<file path="src/rtl/gpia_pkg.sv">
// Shared definitions for the GPIA Wishbone controller: register addresses
// and the bus handshake FSM state type.
package gpia_pkg;

  localparam logic [1:0] ADR_INPUT = 2'd0;
  localparam logic [1:0] ADR_PORT  = 2'd1;
  localparam logic [1:0] ADR_DDR   = 2'd2;
  localparam logic [1:0] ADR_EDGE  = 2'd3;

  typedef enum logic [0:0] {
    IDLE = 1'b0,
    ACK  = 1'b1
  } gpia_state_e;

endpackage

</file>
<file path="src/rtl/gpia_sync.sv">
// Multi-stage flop chain that brings asynchronous pin levels into the clk_i
// domain. Synchronous active-low reset clears every stage.
module gpia_sync #(
  parameter int unsigned WIDTH       = 16,
  parameter int unsigned SYNC_STAGES = 2
) (
  input  logic             clk_i,
  input  logic             reset_i,
  input  logic [WIDTH-1:0] d_i,
  output logic [WIDTH-1:0] q_o
);

  logic [WIDTH-1:0] r_chain [SYNC_STAGES];

  // Shift the pin sample one stage per clock.
  always_ff @(posedge clk_i) begin
    if (!reset_i) begin
      for (int s = 0; s < int'(SYNC_STAGES); s++) begin
        r_chain[s] <= '0;
      end
    end else begin
      r_chain[0] <= d_i;
      for (int s = 1; s < int'(SYNC_STAGES); s++) begin
        r_chain[s] <= r_chain[s-1];
      end
    end
  end

  assign q_o = r_chain[SYNC_STAGES-1];

endmodule

</file>
<file path="src/rtl/gpia_wb_ctrl.sv">
// Wishbone classic slave owning the GPIA PORT and DDR registers plus the pin
// synchronizer. Every accepted request is acknowledged for exactly one cycle.
// Optional feature: define GPIA_INPUT_EDGE_EN to add rising-edge flags (EDGE,
// write-1-to-clear at address 3) and the irq_o output.
module gpia_wb_ctrl
  import gpia_pkg::*;
#(
  parameter int unsigned WIDTH       = 16,
  parameter int unsigned SYNC_STAGES = 2
) (
  input  logic             clk_i,
  input  logic             reset_i,
  input  logic             cyc_i,
  input  logic             stb_i,
  input  logic             we_i,
  input  logic [1:0]       adr_i,
  input  logic [WIDTH-1:0] dat_i,
  output logic [WIDTH-1:0] dat_o,
  output logic             ack_o,
  input  logic [WIDTH-1:0] pins_i,
  output logic [WIDTH-1:0] port_o,
  output logic [WIDTH-1:0] ddr_o,
  output logic             irq_o
);

  gpia_state_e      r_state;
  gpia_state_e      w_state_next;
  logic             w_req;
  logic             w_wr;
  logic [WIDTH-1:0] w_sync;
  logic [WIDTH-1:0] w_rd_data;
  logic [WIDTH-1:0] r_port;
  logic [WIDTH-1:0] r_ddr;
  logic [WIDTH-1:0] r_dat;

  gpia_sync #(
    .WIDTH       (WIDTH),
    .SYNC_STAGES (SYNC_STAGES)
  ) u_sync (
    .clk_i   (clk_i),
    .reset_i (reset_i),
    .d_i     (pins_i),
    .q_o     (w_sync)
  );

  // Handshake state register.
  always_ff @(posedge clk_i) begin
    if (!reset_i) begin
      r_state <= IDLE;
    end else begin
      r_state <= w_state_next;
    end
  end

  // Next-state and request decode; ACK always returns to IDLE so a held
  // strobe is served every second cycle.
  always_comb begin
    w_state_next = r_state;
    w_req        = 1'b0;
    unique case (r_state)
      IDLE: begin
        if (cyc_i && stb_i) begin
          w_req        = 1'b1;
          w_state_next = ACK;
        end
      end
      ACK: begin
        w_state_next = IDLE;
      end
      default: begin
        w_state_next = IDLE;
      end
    endcase
  end

  assign ack_o = (r_state == ACK);
  assign w_wr  = w_req & we_i;

`ifdef GPIA_INPUT_EDGE_EN
  logic [WIDTH-1:0] r_sync_prev;
  logic [WIDTH-1:0] r_edge;
  logic [WIDTH-1:0] w_edge_set;
  logic [WIDTH-1:0] w_edge_clr;

  // Rising-edge detect and write-1-to-clear mask; a set beats a clear.
  always_comb begin
    w_edge_set = w_sync & ~r_sync_prev;
    w_edge_clr = (w_wr && (adr_i == ADR_EDGE)) ? dat_i : '0;
  end

  // Edge flag and previous-sync registers.
  always_ff @(posedge clk_i) begin
    if (!reset_i) begin
      r_sync_prev <= '0;
      r_edge      <= '0;
    end else begin
      r_sync_prev <= w_sync;
      r_edge      <= (r_edge & ~w_edge_clr) | w_edge_set;
    end
  end

  assign irq_o = |r_edge;
`else
  assign irq_o = 1'b0;
`endif

  // Read mux; INPUT shows PORT for driven bits and the synchronized pin
  // for bits configured as inputs.
  always_comb begin
    w_rd_data = '0;
    unique case (adr_i)
      ADR_INPUT: w_rd_data = (r_ddr & r_port) | (~r_ddr & w_sync);
      ADR_PORT:  w_rd_data = r_port;
      ADR_DDR:   w_rd_data = r_ddr;
      ADR_EDGE: begin
`ifdef GPIA_INPUT_EDGE_EN
        w_rd_data = r_edge;
`else
        w_rd_data = '0;
`endif
      end
      default:   w_rd_data = '0;
    endcase
  end

  // PORT/DDR writes; reset wins over any write presented on the same edge.
  always_ff @(posedge clk_i) begin
    if (!reset_i) begin
      r_port <= '0;
      r_ddr  <= '0;
    end else begin
      if (w_wr && (adr_i == ADR_PORT)) begin
        r_port <= dat_i;
      end
      if (w_wr && (adr_i == ADR_DDR)) begin
        r_ddr <= dat_i;
      end
    end
  end

  // Read data is captured with the request and zeroed outside the ack cycle.
  always_ff @(posedge clk_i) begin
    if (!reset_i) begin
      r_dat <= '0;
    end else if (w_req && !we_i) begin
      r_dat <= w_rd_data;
    end else begin
      r_dat <= '0;
    end
  end

  assign dat_o  = r_dat;
  assign port_o = r_port;
  assign ddr_o  = r_ddr;

endmodule

</file>
<file path="config.mk">
export PLATFORM = sky130hd
export DESIGN_NAME = gpia_wb_ctrl
export DESIGN_NICKNAME = d
export VERILOG_FILES = /design/src/rtl/gpia_pkg.sv /design/src/rtl/gpia_sync.sv /design/src/rtl/gpia_wb_ctrl.sv
export SDC_FILE = /design/constraint.sdc
export NUM_CORES = 1
export LEC_CHECK = 0
export ABC_AREA = 1
export CORE_ASPECT_RATIO = 1.1
export CORE_MARGIN = 4
export CORE_UTILIZATION = 50
export CTS_CLUSTER_DIAMETER = 150
export DETAILED_ROUTE_END_ITERATION = 7
export PLACE_DENSITY = 0.88
export SLEW_MARGIN = 20
export SYNTH_ARGS = -nofsm -noshare
export SYNTH_HDL_FRONTEND = slang
export SYNTH_SLANG_ARGS = --single-unit
</file>
<file path="constraint.sdc">
create_clock -name clk_i -period 1.6 [get_ports clk_i]
set_input_delay 0.24 -clock clk_i [delete_from_list [all_inputs] [get_ports clk_i]]
set_output_delay 0.24 -clock clk_i [all_outputs]
set_load 0.02 [all_outputs]
</file>
==> results of run 1 <==
-- cells by family (layout without fill, tap and decap cells) --
logic type / count (synthesis) / in the layout / share of synthesized area, %
compound gates: 30 / 30 / 5.730
simple gates: 237 / 237 / 30.52
buf+inv: 113 / 211 / 14.13
flops: 81 / 81 / 49.50
other cells: 1 / 1 / 0.1145
-- cells in the mapped netlist, types with 2 or more instances --
master    instances
nand2_1         129
inv_1            84
dfxtp_1          81
nor2_1           67
nand4_1          33
a21oi_1          15
o211ai_1         15
buf_2            10
buf_1             6
clkbuf_1          4
inv_2             4
buf_4             3
nand3_1           3
buf_6             2
nor2_2            2
nor2_4            2
-- power by group --
group	switching [mW]	leakage [nW]	internal, mW
clock network	0.696	0.118	1.04
logic	0.220	1.50	0.193
registers	0.0303	0.661	2.07
-- placed cells by master (no fill, tap or decap) --
master	instances
buf_4	15
clkbuf_1	2
dlymetal6s2s_1	4
nand2_1	129
buf_2	1
nor2_4	2
inv_2	4
dfxtp_1	81
clkdlybuf4s50_1	53
a21oi_1	15
o211ai_1	15
clkinv_2	1
nand3b_1	1
nand3_1	3
nand4_1	33
buf_12	5
dlygate4sd2_1	29
nor2_2	3
clkbuf_8	9
nor2_1	66
inv_1	84
bufinv_16	3
clkinv_4	1
conb_1	1
-- cell type report --
type                    count  area (um2)  share of cell area [%]
flip-flops and latches     81        1622                   35.77
multi-input cells         268        1194                   26.33
repair buffers            107        1052                   23.21
inverters                  88       330.3                   7.287
clock buffers              11       131.4                   2.898
clock inverters             5       103.9                   2.291
well taps                  80       100.1                   2.208
-- per-layer routing --
layer,share of wire (%),wire length [um],up-vias
met2,53,4276,139
met5,0,0,-
met1,37,3002,1432
met3,7.4,601,23
li1,-,-,1587
met4,2.8,223,0
-- flip-flops by register name, summed over array words and instances, names as in the netlist --
register	flops
u_sync.r_chain	32
dat_o	16
ddr_o	16
port_o	16
ack_o	1
-- timing repair --
item / 4_1_cts / 5_1_grt
hold buffers: 0 / 0
resized for setup: 29 / 4
pin swaps: 0 / 0
setup endpoints to repair: 29 / 4
-- final timing paths --
path / to / start
setup / recovery: dat_o[12] / dat_o[12]$_SDFF_PN0_
hold / removal: ack_o$_SDFF_PN0_ / reset_i
setup reg to reg: ddr_o[5]$_SDFFE_PN0P_ / ack_o$_SDFF_PN0_
hold reg to reg: u_sync.r_chain[0][27]$_SDFF_PN0_ / u_sync.r_chain[0][11]$_SDFF_PN0_
-- worst register-to-register path, stage by stage (launching register included) --
cell and delay [ns]:
dfxtp_1 0.34, inv_1 0.08, nand4_1 0.23, nor2_4 0.19, buf_4 0.16, nor2_1 0.06, nor2_1 0.11
-- per-stage QoR --
step | hold WS (ns) | std cells | TNS [ns]
4_1_cts | 0.1422 | 640 | 0
6_report | 0.1482 | 640 | 0
5_1_grt | 0.1619 | 640 | 0
3_3_place_gp | 0.3939 | 624 | -0.001301
3_5_place_dp | 0.4020 | 624 | -0.3652
2_1_floorplan | 0.3376 | 462 | 0
==> run summary, run 1 <==
Delay-heaviest family, CP = buffers and inverters
GRT overflow = 0
Filler instances = 495
Max FO, Critical Path = 1
Gate Count Post-Synth = 462
Max incr delay on CP = 0.61 ns
Design area = 4533 um2
Vias in the first global route = 3083
Power, Total = 4.249 mW
Die Area = 7912 um2
Clk_lat worst skew = 0.34 ns
PD cells = 937.3 nW/um2
Placed cell area = 4324 um2
Slew Limit Fails = 0
Synth area leader = dfxtp_1
Final worst-path cycle share = 94.85%
H-tree depth = 3
Clock skew = 0.01098 ns
Critical path depth in cells = 1
Asr flop ratio synth = 0%
Register bit total from synthesis = 81
GRT Total Usage = 21.22%
Final wirelength = 8104 um
DP Worst Slack = -0.05601 ns
CTS tree = built
Status = finished clean
Inserted Clock Buffers = 9
Final ANT Viol Nets = 0
Element type at the critical path end = output pin
Clock slew at reported path FFs = 0.07 ns
GR Layer Usage met2 = 38.21%
Ys flop type = dfxtp_1
I/O pin total = 89
Seq/Total Area, Yosys = 49.50%
Clock sink count = 81
Setup Fix Bufs, Post-CTS = 0
Core Box Area = 6269 um2
Initial antenna violation count = 0
CP max-delay cell = clkdlybuf4s50_1
Drt first pass iters = 4
Worst hold path type = in2reg
Gpl congestion = 0.7609
HPWL Detailed = 5745 um
Critical path data arrival time = 1.28 ns
Distinct cells, synth = 18
Clock root cell = clkbuf_8
Std cell rows = 30
WP buf/inv = 1
Drt wl/cell = 12.66 um
Endpoints failing hold = 0
Area Growth Syn to Fin = 38.39%
Max VDD drop = 0.0007344 V
# Max-Cap Violations = 0
Met1 usage = 22.11%
Hold depth = 3
Worst Path Required = 1.36 ns
First-pass GRT wire length = 13500 um
Ant. Diodes = 0
Pin count of the biggest net entering global routing = 35
M3 GR Usage = 5.516%
Top cells by area, synth = dfxtp_1, nand2_1, inv_1
Leak pwr = 2.275 nW
RSZ-0062 raised after global routing = no
Layout cell share with drive strength beyond 1 = 7.857%
PortBufs = 87
Routed vias = 3181
Net count, final = 594
Drt initial violations = 197
Initial Util = 52.26%
Largest buffer count on any clock path = 2
Die Width = 85.18 um
FMAX = 0.6589 GHz
Mapped Nets = 501
CP Class = reg2out
Synth warn = 0
Post-route setup slack = 0.08236 ns
Startpoint types = flip-flop
Final setup fails = 0
Mapped Area = 3276 um2
Worst-path cell chain = clkdlybuf4s50_1
Fin util = 72.32%
Vias per cell = 4.970
Avg Inst Size Synth = 7.090 um2
Number of synthesized flops with an enable pin = 0
Synth top area share = 49.50%
Most Crowded Layer GR = met2
Remaining DRCs = 0
Reg2Reg Depth = 6
Setup slack, reg-to-reg = 0.38 ns
Chip height = 92.89 um
Minimum clock period = 1.518 ns
Power figures use the tool's default switching activity.
==> run 2, diff against run 1 <==
Settings changed: CORE_ASPECT_RATIO 1.1 to default, CORE_MARGIN 4 to 3.
==> run 2 against run 1 <==
  * Die area decreased by 4.5%
  * Critical path type unchanged
  * Flip-flop and latch count unchanged
  * Global-route usage increased by 2.4 points
  * Hold slack improved by 0.10 ns
  * Register-to-register slack got worse by 0.03 ns
  * Core utilization increased by 0.66 points
==> run summary, run 2 (synthesis results as in run 1) <==
Endpoints failing hold = 0
Remaining DRCs = 0
Critical path data arrival time = 1.30 ns
Worst-path cell chain = clkdlybuf4s50_1
Net count, final = 595
Layout cell share with drive strength beyond 1 = 8.021%
Worst Path Required = 1.36 ns
Element type at the critical path end = output pin
Clock skew = 0.01054 ns
Met1 WL = 3272 um
Design area = 4474 um2
Met2 wire len = 4359 um
Vias in the first global route = 2998
Delay-heaviest family, CP = buffers and inverters
Commonest non-fill, non-tap cell in the layout = nand2_1
Startpoint types = flip-flop
Uppermost routed layer = met4
Core Box Area = 6131 um2
Commonest cells after routing, fill and taps aside = nand2_1, inv_1, dfxtp_1, nor2_1, clkdlybuf4s50_1
Chip height = 86.94 um
Post-route setup slack = 0.05538 ns
Final wirelength = 8505 um
CTS tree = built
FMAX = 0.6474 GHz
PD cells = 909.1 nW/um2
Worst hold path type = in2reg
WL met3 = 572 um
Gpl congestion = 0.7990
PortBufs = 87
Leak pwr = 2.231 nW
Layout Cells excl Fill = 636
Final worst-path cycle share = 96.54%
Placed Cells incl. Taps = 620
Inserted Clock Buffers = 9
Max VDD drop = 0.0007562 V
Max FO, Critical Path = 1
Power, Total = 4.068 mW
Vias per cell = 4.947
# Max-Cap Violations = 0
Die Width = 86.94 um
GRT Total Usage = 23.59%
H-tree depth = 3
GRT overflow = 0
WP buf/inv = 1
Placed cell area = 4300 um2
HPWL Detailed = 5991 um
Total Negative Setup Slacks = 0 ns
Hold buffer count at CTS = 0
Drt wl/cell = 13.37 um
Minimum clock period = 1.545 ns
Largest Register = u_sync.r_chain
Clk_lat worst skew = 0.36 ns
Final ANT Viol Nets = 0
Max incr delay on CP = 0.62 ns
Pin count of the biggest net entering global routing = 53
I/O pin total = 89
Largest buffer count on any clock path = 2
Clock slew at reported path FFs = 0.08 ns
First-pass GRT wire length = 13810 um
CP Class = reg2out
Initial Util = 53.43%
Drt initial violations = 177
Die Area = 7559 um2
Initial antenna violation count = 0
CP max-delay cell = clkdlybuf4s50_1
Clock sink count = 81
DP Worst Slack = -0.05685 ns
Area Growth Syn to Fin = 36.59%
RSZ-0062 raised after global routing = no
Slew Limit Fails = 0
Routed vias = 3146
Clock root cell = clkbuf_8
Ant. Diodes = 0
Drt first pass iters = 6
Std cell rows = 28
Max reg flops = 32
Final setup fails = 0
Status = finished clean
-- run 2: cell count changes in the layout (fill, tap and decap cells not counted) --
cell / delta
buf_12: -2
clkinv_4: -1
dlygate4sd2_1: +2
buf_4: +3
clkbuf_8: +3
dlymetal6s2s_1: -2
bufinv_16: -2
-- run 2: routing by layer --
layer  GRT usage [%]  vias up
met2           41.55      134
met3           6.149       30
met1           26.10     1397
li1                -     1585
met4           11.61        0
met5               0        -
-- run 2: worst reg2reg max path, delay by kind of cell, from the launching register on --
kind | cells | cell delay, ns
AND/OR/NAND/NOR | 4 | 0.61
flip-flops | 1 | 0.34
buffers and inverters | 2 | 0.23
-- run 2: cell type report --
| cell class | instances | area [um2] |
|---|---|---|
| Fill cell | 454 | 1657 |
| Sequential cell | 81 | 1622 |
| Multi-Input combinational cell | 268 | 1194 |
| Timing Repair Buffer | 108 | 1027 |
| Inverter | 88 | 330.3 |
| Clock buffer | 14 | 172.7 |
| Tap cell | 75 | 93.84 |
| Clock inverter | 2 | 35.03 |
-- run 2: path summary, 6_finish.rpt --
kind	to	slack (ns)	depth (start not counted)	start
max reg2reg	ddr_o[14]$_SDFFE_PN0P_	0.35	6	ack_o$_SDFF_PN0_
min reg2reg	u_sync.r_chain[0][18]$_SDFF_PN0_	0.42	2	u_sync.r_chain[0][2]$_SDFF_PN0_
max	dat_o[9]	0.06	1	dat_o[9]$_SDFF_PN0_
min	u_sync.r_chain[0][19]$_SDFF_PN0_	0.25	3	reset_i
-- run 2: what timing repair did --
action | in CTS | in global routing
setup endpoints to repair | 31 | 2
setup buffers | 0 | 0
resized for setup | 31 | 2
gates cloned | 0 | 0
-- run 2: report_power, final --
| group | leakage (nW) | switching [mW] | internal, mW |
|---|---|---|---|
| Sequential | 0.661 | 0.0308 | 2.07 |
| Clock | 0.107 | 0.708 | 0.848 |
| Combinational | 1.46 | 0.223 | 0.187 |
| Total | 2.23 | 0.962 | 3.11 |
-- run 2: per-stage QoR --
step / hold slack, ns / util (%)
2_1_floorplan: 0.3376 / -
3_3_place_gp: 0.3928 / 70.14
3_5_place_dp: 0.3970 / 70.14
4_1_cts: 0.2519 / 72.90
5_1_grt: 0.2592 / 72.98
6_report: 0.2495 / 72.98
==> run 3, diff against run 2 <==
Settings changed: CORE_UTILIZATION 50 to 48, PLACE_DENSITY 0.88 to 0.86.
Clock period 1.6 ns to 1.7 ns, I/O delays scaled along.
==> run 3 against run 2 <==
  * Highest routed layer unchanged
  * Combinational power fell by 7.3%
  * Global-route usage decreased by 2.7 points
  * Power down 9.9%
  * Via count is 4.0% lower
  * Critical path depth unchanged
  * Clock skew fell by 0.0057 ns
==> run summary, run 3 (synthesis results as in run 1) <==
Setup Fix Bufs, Post-CTS = 0
Worst Path Required = 1.44 ns
Drt initial violations = 114
Placed cell area = 4245 um2
PD cells = 825.6 nW/um2
Commonest cells after routing, fill and taps aside = nand2_1, inv_1, dfxtp_1, clkdlybuf4s50_1, nor2_1
Endpoints failing hold = 0
Reg2Reg Depth = 6
GRT overflow = 0
Total Negative Setup Slacks = 0 ns
Status = finished clean
First-pass GRT wire length = 12770 um
Vias in the first global route = 2821
Pin count of the biggest net entering global routing = 42
HPWL Detailed = 5359 um
Final ANT Viol Nets = 0
Crit. Startpoint = ddr_o[11]$_SDFFE_PN0P_
Core Box Area = 6495 um2
Net count, final = 589
Clock slew at reported path FFs = 0.07 ns
Setup slack, reg-to-reg = 0.51 ns
Fin util = 68.31%
Critical path data arrival time = 1.39 ns
Vias per cell = 4.784
Hold Path Origin = reset_i
Placed Cells incl. Taps = 616
Reg-to-reg critical path startpoint = ack_o$_SDFF_PN0_
Routed vias = 3019
Layout cell share with drive strength beyond 1 = 6.859%
Element type at the critical path end = output pin
Die Area = 7852 um2
Critical path depth in cells = 1
Power, Total = 3.663 mW
H-tree depth = 3
Initial antenna violation count = 0
P_int = 2.790 mW
Final worst-path cycle share = 96.84%
Clock Power Share = 35.6%
Layout Cells excl Fill = 631
Sequential share of power = 54.0%
Inserted Clock Buffers = 9
Seq. cell area = 1622 um2
Switching share of power = 23.84%
Slew Limit Fails = 0
Max FO, Critical Path = 5
CTS tree = built
Ant. Diodes = 0
Clock sink count = 81
Commonest non-fill, non-tap cell in the layout = nand2_1
Drt first pass iters = 4
Max incr delay on CP = 0.64 ns
Multi-input logic area = 1194 um2
Final wirelength = 7831 um
Clock root cell = clkbuf_8
Minimum clock period = 1.646 ns
Combinational share of power = 10.3%
Std cell rows = 29
Worst hold path type = in2reg
Max VDD drop = 0.0005719 V
Reg2reg end = ddr_o[15]$_SDFFE_PN0P_
CP max-delay cell = clkdlybuf4s50_1
CP Capture Point = ddr_o[11]
RSZ-0062 raised after global routing = no
I/O pin total = 89
Design area = 4437 um2
FMAX = 0.6074 GHz
Initial Util = 50.43%
Filler instances = 533
Clock skew = 0.004849 ns
WP buf/inv = 1
Sw power = 873.2 uW
Die Width = 88.61 um
PortBufs = 87
Drt wl/cell = 12.41 um
Gpl congestion = 0.8137
Startpoint types = flip-flop
Max reg flops = 32
# Max-Cap Violations = 0
Largest buffer count on any clock path = 2
Remaining DRCs = 0
GRT Total Usage = 20.94%
Chip height = 88.61 um
CP Class = reg2out
Clk_lat worst skew = 0.34 ns
Delay-heaviest family, CP = buffers and inverters
Largest Register = u_sync.r_chain
Leak pwr = 2.110 nW
Worst-path cell chain = clkdlybuf4s50_1
Final setup fails = 0
Area Growth Syn to Fin = 35.45%
-- run 3: worst min path at each step --
stage                                       end  slack [ns]  depth (start not counted)
6_report                       ack_o$_SDFF_PN0_        0.17                          3
5_1_grt                        ack_o$_SDFF_PN0_        0.17                          3
4_1_cts                        ack_o$_SDFF_PN0_        0.15                          3
3_5_place_dp   u_sync.r_chain[0][30]$_SDFF_PN0_        0.40                          2
3_3_place_gp   u_sync.r_chain[0][18]$_SDFF_PN0_        0.39                          2
2_1_floorplan   u_sync.r_chain[0][0]$_SDFF_PN0_        0.35                          2
-- run 3: worst min-delay path, cell delays in order --
cell    delay [ns]
buf_2         0.12
inv_1         0.05
nor2_1        0.04
-- run 3: per-layer routing --
layer  wire length, um  track usage (%)
met1              3251            24.09
met2              4104            36.78
met3               407            6.238
met4                68            7.555
met5                 0                0
-- run 3: repair_timing --
action	4_1_cts	5_1_grt
gates resized for setup	0	6
endpoints found under the setup margin	0	6
hold buffers	0	0
-- run 3: power by group through the flow --
stage	clock (mW)	combinational (mW)	sequential (mW)
final	1.31	0.379	1.98
after global routing	1.41	0.419	1.98
after CTS	1.33	0.380	1.98
after detailed placement	0	0.376	2.02
after global placement	0	0.369	2.02
after floorplan	0	0.179	2.04
-- run 3: metrics by stage --
step / setup slack [ns] / hold slack (ns)
floorplan: 0.4706 / 0.3526
global placement: 0.05663 / 0.3920
detailed placement: 0.04698 / 0.3956
CTS: 0.02444 / 0.1534
global route: 0.0007233 / 0.1678
finish: 0.05369 / 0.1680
-- run 3: area by class of cell --
cell class | count | share of cell area, %
inverters | 88 | 7.445
multi-input cells | 268 | 26.90
well taps | 77 | 2.171
clock inverters | 4 | 1.015
clock buffers | 11 | 2.961
flip-flops and latches | 81 | 36.55
repair buffers | 102 | 22.96
